==> src/rtl/seq_pipe.sv <==
`default_nettype none
// +----------------------------------------------------------------------------+
// | Module  : seq_pipe                                                         |
// | Brief   : push/add/mult/send instruction sequencer with a ready/valid      |
// |           instruction port and a stalling, MSB-first multi-byte UART feed. |
// | Revision: 1.0 - initial release                                            |
// +----------------------------------------------------------------------------+
module seq_pipe #(
    parameter int DP_WIDTH  = 8,
    parameter int ALU_WIDTH = 16,
    parameter int RN_WIDTH  = 2,
    parameter int IM_WIDTH  = 8,
    parameter int SAT       = 0,
    localparam int IN_WIDTH = 2 + ((IM_WIDTH > 3*RN_WIDTH) ? IM_WIDTH : 3*RN_WIDTH)
) (
    input  logic                clk,
    input  logic                rst,
    input  logic [IN_WIDTH-1:0] i_inst,
    input  logic                i_inst_valid,
    output logic                o_inst_ready,
    output logic [DP_WIDTH-1:0] o_tx_data,
    output logic                o_tx_valid,
    input  logic                i_tx_busy,
    output logic                o_ovf
);

    localparam int NBYTES = ALU_WIDTH / DP_WIDTH;
    localparam int NREGS  = 2**RN_WIDTH;
    localparam int CNT_W  = (NBYTES > 1) ? $clog2(NBYTES) : 1;

    localparam logic [1:0] c_op_push = 2'd0;
    localparam logic [1:0] c_op_add  = 2'd1;
    localparam logic [1:0] c_op_mult = 2'd2;
    localparam logic [1:0] c_op_send = 2'd3;

    typedef enum logic [0:0] {
        ST_IDLE = 1'b0,
        ST_SEND = 1'b1
    } state_t;

    state_t                 state_q, state_d;
    logic [ALU_WIDTH-1:0]   regs_q [NREGS];
    logic [ALU_WIDTH-1:0]   regs_d [NREGS];
    logic [ALU_WIDTH-1:0]   shreg_q, shreg_d;
    logic [CNT_W-1:0]       cnt_q, cnt_d;
    logic                   ready_q, ready_d;
    logic                   ovf_q, ovf_d;

    logic [1:0]             w_op;
    logic [RN_WIDTH-1:0]    w_ra, w_rb, w_rc;
    logic [IM_WIDTH-1:0]    w_imm;
    logic [ALU_WIDTH-1:0]   w_opa, w_opb;
    logic [ALU_WIDTH:0]     w_sum;
    logic [2*ALU_WIDTH-1:0] w_prod;
    logic                   w_prod_ovf;
    logic                   w_accept;

    assign w_op  = i_inst[IN_WIDTH-1:IN_WIDTH-2];
    assign w_rc  = i_inst[RN_WIDTH-1:0];
    assign w_rb  = i_inst[2*RN_WIDTH-1:RN_WIDTH];
    assign w_ra  = i_inst[3*RN_WIDTH-1:2*RN_WIDTH];
    assign w_imm = i_inst[IM_WIDTH-1:0];

    // Operands come from the current register state, so aliasing ra/rb/rc is safe.
    assign w_opa      = regs_q[w_ra];
    assign w_opb      = regs_q[w_rb];
    assign w_sum      = {1'b0, w_opa} + {1'b0, w_opb};
    assign w_prod     = {{ALU_WIDTH{1'b0}}, w_opa} * {{ALU_WIDTH{1'b0}}, w_opb};
    assign w_prod_ovf = |w_prod[2*ALU_WIDTH-1:ALU_WIDTH];
    assign w_accept   = i_inst_valid & ready_q;

    always_comb begin
        state_d = state_q;
        regs_d  = regs_q;
        shreg_d = shreg_q;
        cnt_d   = cnt_q;
        ovf_d   = 1'b0;
        case (state_q)
            ST_IDLE: begin
                if (w_accept) begin
                    case (w_op)
                        c_op_push: regs_d[w_ra] = ALU_WIDTH'(w_imm);
                        c_op_add: begin
                            ovf_d        = w_sum[ALU_WIDTH];
                            regs_d[w_rc] = (w_sum[ALU_WIDTH] && SAT != 0) ? '1
                                                                          : w_sum[ALU_WIDTH-1:0];
                        end
                        c_op_mult: begin
                            ovf_d        = w_prod_ovf;
                            regs_d[w_rc] = (w_prod_ovf && SAT != 0) ? '1
                                                                    : w_prod[ALU_WIDTH-1:0];
                        end
                        c_op_send: begin
                            shreg_d = w_opa;
                            cnt_d   = '0;
                            state_d = ST_SEND;
                        end
                        default: ;
                    endcase
                end
            end
            ST_SEND: begin
                // Zero-fill shifting leaves shreg at 0 once the last byte leaves.
                if (!i_tx_busy) begin
                    shreg_d = shreg_q << DP_WIDTH;
                    if (cnt_q == CNT_W'(NBYTES-1)) begin
                        cnt_d   = '0;
                        state_d = ST_IDLE;
                    end else begin
                        cnt_d = cnt_q + CNT_W'(1);
                    end
                end
            end
            default: state_d = ST_IDLE;
        endcase
        ready_d = (state_d == ST_IDLE);
    end

    always_ff @(posedge clk or negedge rst) begin
        if (!rst) begin
            state_q <= ST_IDLE;
            regs_q  <= '{default: '0};
            shreg_q <= '0;
            cnt_q   <= '0;
            ready_q <= 1'b1;
            ovf_q   <= 1'b0;
        end else begin
            state_q <= state_d;
            regs_q  <= regs_d;
            shreg_q <= shreg_d;
            cnt_q   <= cnt_d;
            ready_q <= ready_d;
            ovf_q   <= ovf_d;
        end
    end

    assign o_inst_ready = ready_q;
    assign o_tx_valid   = (state_q == ST_SEND);
    assign o_tx_data    = shreg_q[ALU_WIDTH-1 -: DP_WIDTH];
    assign o_ovf        = ovf_q;

endmodule
`default_nettype wire
==> config.mk <==
export PLATFORM = sky130hd
export DESIGN_NAME = seq_pipe
export DESIGN_NICKNAME = d
export VERILOG_FILES = /design/src/rtl/seq_pipe.sv
export SDC_FILE = /design/constraint.sdc
export NUM_CORES = 1
export LEC_CHECK = 0
export BUFFER_PORTS_ARGS = -buffer_cell sky130_fd_sc_hd__clkbuf_2
export CORE_UTILIZATION = 50
export CTS_CLUSTER_SIZE = 16
export DETAILED_ROUTE_END_ITERATION = 10
export GPL_ROUTABILITY_DRIVEN = 0
export PLACE_DENSITY = 0.65
export SYNTH_ARGS = -nofsm -noshare
export SYNTH_HDL_FRONTEND = slang
export SYNTH_SLANG_ARGS = --single-unit
==> constraint.sdc <==
create_clock -name clk -period 9.4 [get_ports clk]
set_input_delay 0 -clock clk [delete_from_list [all_inputs] [get_ports clk]]
set_output_delay 0 -clock clk [all_outputs]
set_load 0.01 [all_outputs]
==> flow_summary.json <==
{
  "run_status": "finished, final reports clean",
  "die-area_um2": 30700,
  "synth_compound_gate_area_share_pct": 17.5,
  "first_global_vias": 13000,
  "initial_antenna_violation_count": 1,
  "cp_max_fo": 27,
  "endpoint_arrival_time_on_the_critical_path_ps": 8300,
  "routed-wl-met3_um": 4310,
  "clock_sinks": 84,
  "crit_path_max_incr_delay_ps": 690,
  "tightest_slew_ps": 1200,
  "cp.buffers_inverters": 4,
  "critical_path_depth": 23,
  "netlist_instances": 1796,
  "drive_above_1_share_pct": 6.39,
  "worstHoldPathCells": 3,
  "min_path_type": "in2reg",
  "cts.root.buffer_cell": "clkbuf_16",
  "wl_per_cell_um": 21.3,
  "coreArea_um2": 29600,
  "nNetsFinal": 2081,
  "critical_path_class": "in2reg",
  "routed.top_layer": "met5",
  "seqCellArea_um2": 2100,
  "route.antenna.remaining_nets": 0,
  "mostFrequentLayoutCell": "nand2_1",
  "finalHoldViolations": 0,
  "io_pins": 25,
  "highest_count_cells_in_the_layout_ignoring_fill_and_taps": "240 x nand2_1, 237 x inv_1, 195 x fa_1",
  "place.port_buffers": 24,
  "dr.pass1.iters": 5,
  "yosys-mux-area-fraction_pct": 5.05,
  "yosys.cell_types.count": 76,
  "wl_met2_um": 21100,
  "yosysSeqAreaShare_pct": 14.0,
  "timing.critical_path.cells": "clkbuf_2 -> mux2_2 -> o21ai_1 -> inv_1 -> ha_1 -> inv_1 -> fa_1 -> fa_1 -> fa_1 -> fa_1 -> fa_1 -> fa_1 -> inv_1 -> ha_1 -> nand3_1 -> nor3_1 -> o211ai_4 -> a21oi_1 -> o21ai_0 -> a2111oi_2 -> nand4_1 -> nor2_1 -> nor4_1",
  "whs_ps": 40.0,
  "ys_async_sr_fraction_pct": 100,
  "grtUsageTotal_pct": 30.7,
  "cts_htree_levels": 3,
  "area.growth.synth_to_final_pct": 4.49,
  "worstReg2RegStart": "regs_q[41]",
  "post-route-drc-count": 0,
  "timing_max_transition_violations_final": 0,
  "stdcell_count": 2144,
  "floorplan.initialDensity_pct": 50.7,
  "worstSetupStartpointType": "input pin",
  "die_h_um": 175,
  "crit_path_top_delay_cell": "clkbuf_2",
  "synth_top_family_by_area": "adder cells",
  "max_slew_margin_pct": 20.1,
  "m1WireLength_um": 19100,
  "crit_required_ps": 9630,
  "syn-cell-area_um2": 15000,
  "synth-edff-count": 0,
  "critPathLaunch": "i_inst[4]",
  "place_hpwl_um": 34200,
  "maxCapViolations": 0,
  "arithmetic_cell_share_of_the_synthesized_area_counting_full_adders_half_adders_and_majority_gates_pct": 36.3,
  "fmaxAchievable_mhz": 124,
  "route.vias.total": 13200,
  "synth_xor_xnor_area_share_pct": 1.63,
  "fin_tns_setup_ps": 0,
  "number_of_rows_created_at_floorplan": 63,
  "cts-root-to-sink-buffers": 2,
  "timing.clock.skew_ps": 9.81,
  "die_x_um": 175,
  "synth_simple_gate_area_share_pct": 16.5,
  "timing.hold.worst.start": "i_inst[1]",
  "number_of_cells_upsized_or_downsized_after_cts": 0,
  "timing.critical_path.mode_cell": "fa_1",
  "critical_path.top_delay_family": "adder cells",
  "syn-mean-instance-area_um2": 8.34,
  "postSynthRegisterBits": 84,
  "grt_pass1_wl_um": 72100,
  "clock_latency_at_the_later_pin_of_the_worst_skew_pair_ps": 360,
  "setup_viol": 0,
  "global_route.overflow_total": 0,
  "period_minus_slack_ps": 8070,
  "clk_transition_reported_paths_ps": 70,
  "min_period_over_period_pct": 85.8,
  "synth_fp_nets": 2128,
  "kind_of_end_point_of_the_critical_path": "register",
  "yosysWarningCount": 0,
  "filler_cell_count": 2834,
  "tritoncts": "done",
  "total_area_of_multi_input_combinational_cells_um2": 11500,
  "diodes_inserted": 0,
  "dominantRegCellSynth": "dfrtp_1",
  "grt_start_max_net_pins": 66,
  "rr_worst_depth": 22,
  "finalWirelength_um": 45700,
  "number_of_buffers_added_by_the_clock_tree_synthesis_step": 9,
  "detail_route.vias_per_cell": 6.17,
  "place.detailed.instances": 2125,
  "unrepaired_setup_endpoints_after_global_routing": "no",
  "drt_iter0_markers": 1439
}
==> synthesized netlist by cell type (all sizes together), types with 11 or more instances <==
master | number | share of area [%]
fa | 195 | 26
o21ai | 144 | 4.8
buf | 21 | 0.79
inv | 243 | 6.1
nand3 | 26 | 0.87
a21oi | 109 | 3.7
nor2 | 136 | 3.4
a21o | 23 | 1.2
xnor2 | 17 | 1.0
nand2 | 240 | 6.0
mux2 | 11 | 0.83
clkbuf | 83 | 2.1
a211oi | 16 | 0.83
o22ai | 15 | 0.67
mux4 | 21 | 3.2
ha | 123 | 10
a31oi | 13 | 0.54
dfrtp | 83 | 14
nor3 | 25 | 0.83
mux2i | 16 | 1.1
and2 | 73 | 3.0
==> stage by stage <==
step | utilization, % | setup slack, ps | area, µm²
floorplan | - | 2580 | 15000
global placement | 51.8 | 1040 | 15300
detailed placement | 51.8 | 1060 | 15300
CTS | 53.0 | 1450 | 15700
global route | 53.0 | 981 | 15700
finish | 53.0 | 1330 | 15700
==> final cells by class <==
class	count	share of cell area, %
Multi-Input combinational cell	1364	73.7
Clock inverter	6	0.567
Inverter	244	5.85
Tap cell	390	3.12
Clock buffer	10	1.46
Sequential cell	84	13.4
Timing Repair Buffer	46	1.89
==> path summary, 6_finish.rpt <==
path / endpoint / slack [ps]
worst max-delay path: o_ovf / 1330
worst min-delay path: register / 40
worst max register to register: o_ovf / 1430
worst min register to register: cnt_q / 500
max in group asynchronous: async pin / 8130
min in group asynchronous: shreg_q[14] / 60
==> metal layers <==
metal	GRT usage, %	vias to the layer above
li1	-	5866
met1	42.4	6637
met2	48.2	636
met3	6.70	94
met4	9.09	2
met5	0	-
==> repair_timing <==
item,CTS,global route
endpoints found under the hold margin,21,0
buffers inserted,0,0
hold buffers,3,0
==> tightest hold or removal path: cells and delay by family <==
family        cells  cell delay, ps
buf+inv           1             190
simple gates      2             160
==> cells by family after synthesis <==
logic type | count (synthesis)
simple gates | 552
compound gates | 419
buf+inv | 348
fa+ha+maj | 318
flops | 84
mux | 48
xor+xnor | 27
Power is not shown: default switching activity piles up to over one toggle a cycle in this logic, so the estimate is an artifact.
